==> config.mk <==
export PLATFORM = sky130hd
export DESIGN_NAME = uart_tx_arbiter
export DESIGN_NICKNAME = d
export VERILOG_FILES = /design/src/rtl/uart_tx_arbiter.sv
export SDC_FILE = /design/constraint.sdc
export NUM_CORES = 1
export LEC_CHECK = 0
export BUFFER_PORTS_ARGS = -buffer_cell sky130_fd_sc_hd__buf_2
export CORE_MARGIN = 4
export CORE_UTILIZATION = 56
export CTS_CLUSTER_DIAMETER = 100
export DETAILED_ROUTE_END_ITERATION = 8
export PLACE_DENSITY = 0.9
export SLEW_MARGIN = 10
export SYNTH_ARGS = -nofsm -noshare
export SYNTH_HDL_FRONTEND = slang
export SYNTH_SLANG_ARGS = --single-unit
export TNS_END_PERCENT = 1
==> constraint.sdc <==
create_clock -name clk -period 4.49 [get_ports clk]
set_clock_uncertainty 0.1 [all_clocks]
set_input_delay 0.898 -clock clk [delete_from_list [all_inputs] [get_ports clk]]
set_output_delay 0.898 -clock clk [all_outputs]
set_load 0.02 [all_outputs]
==> src/rtl/uart_tx_arbiter.sv <==
// Round-robin arbiter sharing one UART transmitter between N_REQ byte sources,
// with an inter-frame gap and a watchdog on the transmitter's end-of-frame flag.
module uart_tx_arbiter #(
    parameter int N_REQ          = 4,
    parameter int GAP_CYCLES     = 16,
    parameter int TIMEOUT_CYCLES = 65535
) (
    input  logic               clk,
    input  logic               res,
    input  logic [N_REQ-1:0]   req_valid,
    input  logic [8*N_REQ-1:0] req_data,
    output logic [N_REQ-1:0]   req_ready,
    output logic [7:0]         tx_word,
    output logic               tx_start,
    input  logic               tx_done,
    output logic [2:0]         grant_id,
    output logic               busy,
    output logic               err_timeout
);

    localparam logic [15:0] TO_LAST  = 16'(TIMEOUT_CYCLES - 1);
    localparam logic [15:0] GAP_LAST = (GAP_CYCLES == 0) ? 16'd0 : 16'(GAP_CYCLES - 1);

    typedef enum logic [2:0] {
        S_IDLE,
        S_ACCEPT,
        S_START,
        S_WAIT_DONE,
        S_GAP
    } state_t;

    state_t             r_state;
    state_t             w_state_nx;
    logic [2:0]         r_grant;
    logic [2:0]         r_rr_ptr;
    logic [7:0]         r_word;
    logic [15:0]        r_cnt;
    logic               r_done_d;

    logic [2:0]         w_pick;
    logic [2:0]         w_ptr_nx;
    logic [7:0]         w_data;
    logic [N_REQ-1:0]   w_gnt_oh;
    logic               w_hit;
    logic               w_edge;
    logic               w_err;

    // First valid index at or after ptr, wrapping modulo N_REQ.
    function automatic logic [2:0] f_pick(input logic [N_REQ-1:0] v, input logic [2:0] ptr);
        logic [2:0] sel;
        sel = ptr;
        for (int i = N_REQ - 1; i >= 0; i--) begin
            for (int j = 0; j < N_REQ; j++) begin
                if (v[j] && (j == (int'(ptr) + i) % N_REQ)) begin
                    sel = 3'(j);
                end
            end
        end
        return sel;
    endfunction

    function automatic logic [2:0] f_next(input logic [2:0] g);
        return 3'((int'(g) + 1) % N_REQ);
    endfunction

    always_comb begin
        w_gnt_oh = '0;
        w_data   = '0;
        for (int i = 0; i < N_REQ; i++) begin
            if (r_grant == 3'(i)) begin
                w_gnt_oh[i] = 1'b1;
                w_data      = req_data[8*i +: 8];
            end
        end
    end

    assign w_pick   = f_pick(req_valid, r_rr_ptr);
    assign w_ptr_nx = f_next(r_grant);
    assign w_hit    = |(req_valid & w_gnt_oh);
    // A level-style flag left high from the previous frame must not count as done.
    assign w_edge   = tx_done & ~r_done_d;

    always_comb begin
        w_state_nx = r_state;
        w_err      = 1'b0;
        case (r_state)
            S_IDLE: begin
                if (|req_valid) w_state_nx = S_ACCEPT;
            end
            S_ACCEPT: begin
                w_state_nx = w_hit ? S_START : S_IDLE;
            end
            S_START: begin
                w_state_nx = S_WAIT_DONE;
            end
            S_WAIT_DONE: begin
                if (w_edge) begin
                    w_state_nx = S_GAP;
                end else if (r_cnt == TO_LAST) begin
                    w_state_nx = S_GAP;
                    w_err      = 1'b1;
                end
            end
            S_GAP: begin
                if (r_cnt >= GAP_LAST) w_state_nx = S_IDLE;
            end
            default: w_state_nx = S_IDLE;
        endcase
    end

    always_ff @(posedge clk or negedge res) begin
        if (!res) begin
            r_state  <= S_IDLE;
            r_grant  <= '0;
            r_rr_ptr <= '0;
            r_word   <= '0;
            r_cnt    <= '0;
            r_done_d <= 1'b0;
        end else begin
            r_state  <= w_state_nx;
            r_done_d <= tx_done;
            case (r_state)
                S_IDLE: begin
                    if (|req_valid) r_grant <= w_pick;
                end
                S_ACCEPT: begin
                    if (w_hit) begin
                        r_word   <= w_data;
                        r_rr_ptr <= w_ptr_nx;
                    end
                end
                S_START: begin
                    r_cnt <= '0;
                end
                S_WAIT_DONE: begin
                    r_cnt <= (w_state_nx == S_GAP) ? 16'd0 : r_cnt + 16'd1;
                end
                S_GAP: begin
                    r_cnt <= r_cnt + 16'd1;
                end
                default: ;
            endcase
        end
    end

    // Strobes decode straight from the registered state so reset forces them low.
    assign req_ready   = (r_state == S_ACCEPT) ? w_gnt_oh : '0;
    assign tx_start    = (r_state == S_START);
    assign tx_word     = r_word;
    assign grant_id    = r_grant;
    assign busy        = (r_state != S_IDLE);
    assign err_timeout = w_err;

endmodule

==> metrics, run 1 <==
outcome completed; Die Area about 0.0045 mm2; Reg-to-Reg Start r_cnt[0]; Worst Setup EP err_timeout; Routability Congestion approximately 0.83; Final setup viols 0; pre-CTS setup slack 1.888 ns; CORE AREA roughly 0.0034 mm2; DRT Pass-1 Iters 6; initial antenna violation count 0; sequential share of the synthesized area 40.82%; post-route cell area 0.002306 mm2; number of global-route vias before repair 1733; worst min path class flip-flop to flip-flop; P per Cell Area 555.5 mW/mm2; fillers between 200 and 300; layout cell share with drive strength beyond 1 24.35%; cts-stage hold buffer count 0; post-CTS sizing 0; Placed Area 0.002247 mm2; post-synthesis cell type count 40; DR WL/cell approximately 15 um; synthesis-to-layout area growth 17.54%; total grt overflow 0; Syn Inst Count 219; worst r2r path cells 6; critical path arrival 1.80 ns; R2R setup slack 2.10 ns; Post-CTS Setup Bufs 0; P_leak between 0.001 and 0.0015 uW; Flop pwr share 35.3%; Tmin final ~2.8 ns; overall routing resource usage 21.96%; Relative slew margins between 20% and 30%; Crit Path Max Fanout 11; VDD IR max approximately 0.3 mV; Slew Viols, Final 0; H-Tree Depth 2; Post-route DRC 0; register clock-pin slew on the reported worst setup and hold paths about 0.09 ns; Comb pwr share 51.2%; Worst EP required between 3 and 4 ns; Placed Cells 309; Internal Power 699.3 uW; vias between 1500 and 2000; top-level port count 57; DRT iter0 DRCs approximately 120; CTS tree yes; part of the cycle the worst path needs 62.32%; # rows 21; sw power 581.7 uW; clk buf depth 2; final hold vios 0; Num CTS Buffers 5; max_cap viols 0; Final WS setup 1.692 ns; port bufs 55; initial cell density of the core ~58%; Least-Margin Pin Slew 1.122 ns; syn avg cell area 8.958 um2; DIE WIDTH 67.19 um; Setup crit start r_state[2]; crit path kind flip-flop to primary output; Critical Path Start Type flip-flop; largest net degree at the start of global routing 33; Final ANT Viol Nets 0; Warnings, synthesis 0; number of diodes 0; Die Y around 67 um; Total Neg Setup Slack 0 ns; synthesized netlist net count 264; R2R Path End r_cnt[5]; Switching Share 45.41%; post-synthesis register bit count 32; crit end category primary output; fmax 357.4 MHz; Layout Cells excl Fill 317; drt via density 5.890; clock share of power 13.5%; RSZ-0062 raised after global routing false; global-route wire length before repair 7638 um; Post-synth EDFFs 0; Final nets 315; ys flop type dfrtp_1; Post-synth ARST share 100.0%; worst-skew pair later-pin latency 0.33 ns; final wirelength 4657 um; clk root buf clkbuf_4; cell area after synthesis 0.001962 mm2; clock sink count 32; post-DP HPWL 3476 um
## synthesized netlist by cell type (2+ instances only)
library cell	number	area share (%)
a211o_1	9	4.0
a21oi_1	15	3.8
a221oi_1	8	3.6
a22oi_1	2	0.77
a31oi_1	9	2.9
and2_1	4	1.3
and3_1	5	1.6
and4_1	4	1.8
buf_2	5	1.3
clkbuf_1	6	1.1
dfrtp_1	32	41
ha_1	6	3.8
inv_1	14	2.7
nand2_1	17	3.3
nand2b_1	2	0.64
nand3_1	4	1.0
nor2_1	21	4.0
nor2b_1	4	1.3
nor3b_1	2	0.77
nor4_1	4	1.3
o2111ai_1	4	1.8
o21ai_0	11	2.8
o31ai_1	3	1.1
or3_1	7	2.2
or4_1	3	1.1
xor2_1	4	1.8
## kinds of logic after synthesis
group / after synthesis / synth area share, %
AND/OR/NAND/NOR: 80 / 21.94
adder cells (fa/ha/maj): 6 / 3.826
flip-flops: 32 / 40.82
XOR/XNOR: 5 / 2.232
buffers and inverters: 26 / 5.485
other: 1 / 0.1911
multiplexers: 2 / 1.084
AO/OA/AOI/OAI: 67 / 24.43
## critical path: stages (launching register included)
cell and delay [ns]:
dfrtp_1 0.42, and2b_1 0.47, and3_1 0.27, nor2b_1 0.14
buf_2 0.17
## final cells by class
cell class              count  area, um2  share of cell area (%)
clock buffers               8      58.81                   2.550
inverters                  14      52.55                   2.279
multi-input cells         161       1054                   45.69
flip-flops and latches     32      800.8                   34.73
well taps                  46      57.56                   2.496
repair buffers             56      282.8                   12.26
## cells in the final DEF, fill, tap and decap left out, drive strengths merged, types with 5 or more instances in the layout
cell / Yosys / routed
and3: 5 / 5
nor2: 21 / 21
a21oi: 15 / 15
ha: 6 / 6
o2111ai: 5 / 5
buf: 6 / 56
a211o: 9 / 9
inv: 14 / 14
nand2: 17 / 17
clkbuf: 6 / 8
o21ai: 11 / 11
a221oi: 8 / 8
or3: 7 / 7
a31oi: 9 / 9
dfrtp: 32 / 32
## metrics by stage
step / power, uW / hold slack (ns) / utilization (%)
after floorplan: 928.2 / 0.4199 / -
after global placement: 1085 / 0.4220 / 66.82
after detailed placement: 1111 / 0.4302 / 66.82
after CTS: 1281 / 0.4450 / 68.56
after global routing: 1378 / 0.4689 / 68.56
final: 1281 / 0.4532 / 68.56
## sequential cells by signal (all words and copies together) (netlist names)
signal	cells
tx_word	8
r_state	3
r_cnt	16
r_done_d	1
grant_id	2
r_rr_ptr	2
## worst min-delay path by stage
stage,start,end,slack [ns],depth (start not counted)
global placement,grant_id[0],r_rr_ptr[0],0.42,1
floorplan,r_cnt[5],r_cnt[5],0.42,2
global route,tx_word[3],tx_word[3],0.47,2
detailed placement,grant_id[0],r_rr_ptr[0],0.43,1
CTS,grant_id[0],r_rr_ptr[0],0.44,1
finish,grant_id[0],r_rr_ptr[0],0.45,1
## metal layers
| metal | vias up | track usage [%] | share of wire [%] |
|---|---|---|---|
| met2 | 55 | 39.75 | 51 |
| met4 | 0 | 4.557 | 0.79 |
| li1 | 909 | - | - |
| met5 | - | 0 | 0 |
| met1 | 899 | 26.47 | 43 |
| met3 | 4 | 5.158 | 4.4 |
## power by group through the flow
stage                     clock network (uW)  registers [uW]  logic (uW)
after floorplan                            0             491         437
after global placement                     0             452         633
after detailed placement                   0             456         655
after CTS                                174             451         656
after global routing                     187             466         725
final                                    173             452         656
Power figures use the tool's default switching activity.
==> run 2: changes to the inputs <==
Settings changed: CORE_UTILIZATION 56 to 52, PLACE_DENSITY 0.9 to 0.85.
Clock period 4.49 ns to 2.7 ns, I/O delays scaled along.
==> run 2 against run 1 <==
Critical path depth is the same; final area grew 3.7%; flip-flop and latch count is the same; via count is essentially flat; sequential share of layout area shrank 1.2 points.
==> metrics, run 2 (synthesis results as in run 1) <==
cts-stage hold buffer count 0; VDD IR max 0.7392 mV; Die Y 69.43 um; Routability Congestion just under 0.8; max_cap viols 0; layout cell share with drive strength beyond 1 about a quarter; Slew Viols, Final 0; DRT Pass-1 Iters 4; initial cell density of the core 53.59%; CORE AREA 0.003661 mm2; Post-CTS Setup Bufs 0; fillers 306; Final ANT Viol Nets 0; worst min path class primary input to async pin; post-CTS sizing 0; crit path kind flip-flop to primary output; Relative slew margins around 54%; Tmin final approximately 2.4 ns; commonest non-fill, non-tap cell in the layout buf_2; top-level port count 57; max reg flops 16; DRT iter0 DRCs 118; Critical Path Start Type flip-flop; largest net degree at the start of global routing 33; crit end category primary output; Final nets 317; Final setup viols 0; Worst path top cell family by delay simple AND/OR/NAND/NOR gates; Final WS setup between 0.3 and 0.4 ns; Crit Path Max Fanout 11; pre-CTS setup slack ~0.48 ns; final wirelength 4631 um; Crit path largest cell delay 0.45 ns; RSZ-0062 raised after global routing false; final core occ 65.31%; final hold vios 0; DR WL/cell 14.43 um; number of global-route vias before repair 1822; Num CTS Buffers 5; number of diodes 0; Buf+Inv Stages, Crit Path 1; post-DP HPWL approximately 3400 um; CTS tree yes; Worst EP required between 2 and 2.5 ns; sequential cell area 800.8 um2; vias ~1900; critical path arrival roughly 1.7 ns; Total Neg Setup Slack 0 ns; global-route wire length before repair 7935 um; total grt overflow 0; slowest CP cell and2b_1; # rows 22; clk buf depth 2; P per Cell Area between 900 and 1000 mW/mm2; commonest non-fill, non-tap cells in the layout buf_2 (55), dfrtp_1 (32), nor2_1 (21); worst-path cell chain and2b_1 -> and3_1 -> nor2b_1 -> buf_2; overall routing resource usage 20.00%; P_leak 0.001119 uW; worst-skew pair later-pin latency roughly 0.28 ns; synthesis-to-layout area growth 21.87%; outcome completed; drt via density slightly below 6; fmax 425.5 MHz; H-Tree Depth 2; initial antenna violation count 0; clk root buf clkbuf_8; Die Area 0.004820 mm2; Post-route DRC 0; part of the cycle the worst path needs between 80% and 90%; clock sink count 32; DIE WIDTH 69.43 um; area of the multi-input gates between 0.001 and 0.0015 mm2; Least-Margin Pin Slew 0.6866 ns; port bufs 55; register clock-pin slew on the reported worst setup and hold paths 0.07 ns; Top reg by flops r_cnt
==> run 2: worst register-to-register path: stages, from the launching register on <==
cell      delay (ns)
dfrtp_1         0.42
ha_1            0.57
a22oi_1         0.14
a21boi_1        0.44
buf_4           0.30
nor2_1          0.06
a31oi_1         0.14
==> run 2: final timing paths <==
check                            start           to  slack [ns]  cells past startpoint
setup / recovery            r_state[2]  err_timeout        0.35                      4
hold / removal                     res     r_cnt[9]        0.20                      1
setup reg to reg           grant_id[0]   tx_word[1]        0.45                      6
hold reg to reg             tx_word[7]   tx_word[7]        0.44                      2
max in group asynchronous          res     r_cnt[4]        1.86                      1
min in group clk               tx_done     r_done_d        0.28                      1
==> run 2: cell type report <==
| type | instances | area share [%] |
|---|---|---|
| flip-flops and latches | 32 | 33.49 |
| clock buffers | 7 | 4.029 |
| multi-input cells | 161 | 44.06 |
| well taps | 48 | 2.512 |
| repair buffers | 58 | 12.45 |
| inverters | 14 | 2.198 |
| clock inverters | 1 | 1.256 |
==> run 2: metal layers <==
layer / wire length, um / up-vias / track usage (%)
li1: - / 912 / -
met1: 1954 / 899 / 24.70
met2: 2358 / 47 / 33.69
met3: 234 / 10 / 4.928
met4: 84 / 0 / 7.375
met5: 0 / - / 0
==> run 2: through the flow <==
step,area [um2],instances,power (uW),hold WS (ns)
after floorplan,1962,219,1544,0.1444
after global placement,2265,313,1831,0.4297
after detailed placement,2265,313,1857,0.4349
after CTS,2391,321,2364,0.2294
after global routing,2391,321,2520,0.2701
final,2391,321,2350,0.2007
==> run 2: where the power goes <==
part	switching (uW)	internal (uW)
combinational	658	438
clock	170	325
sequential	144	614
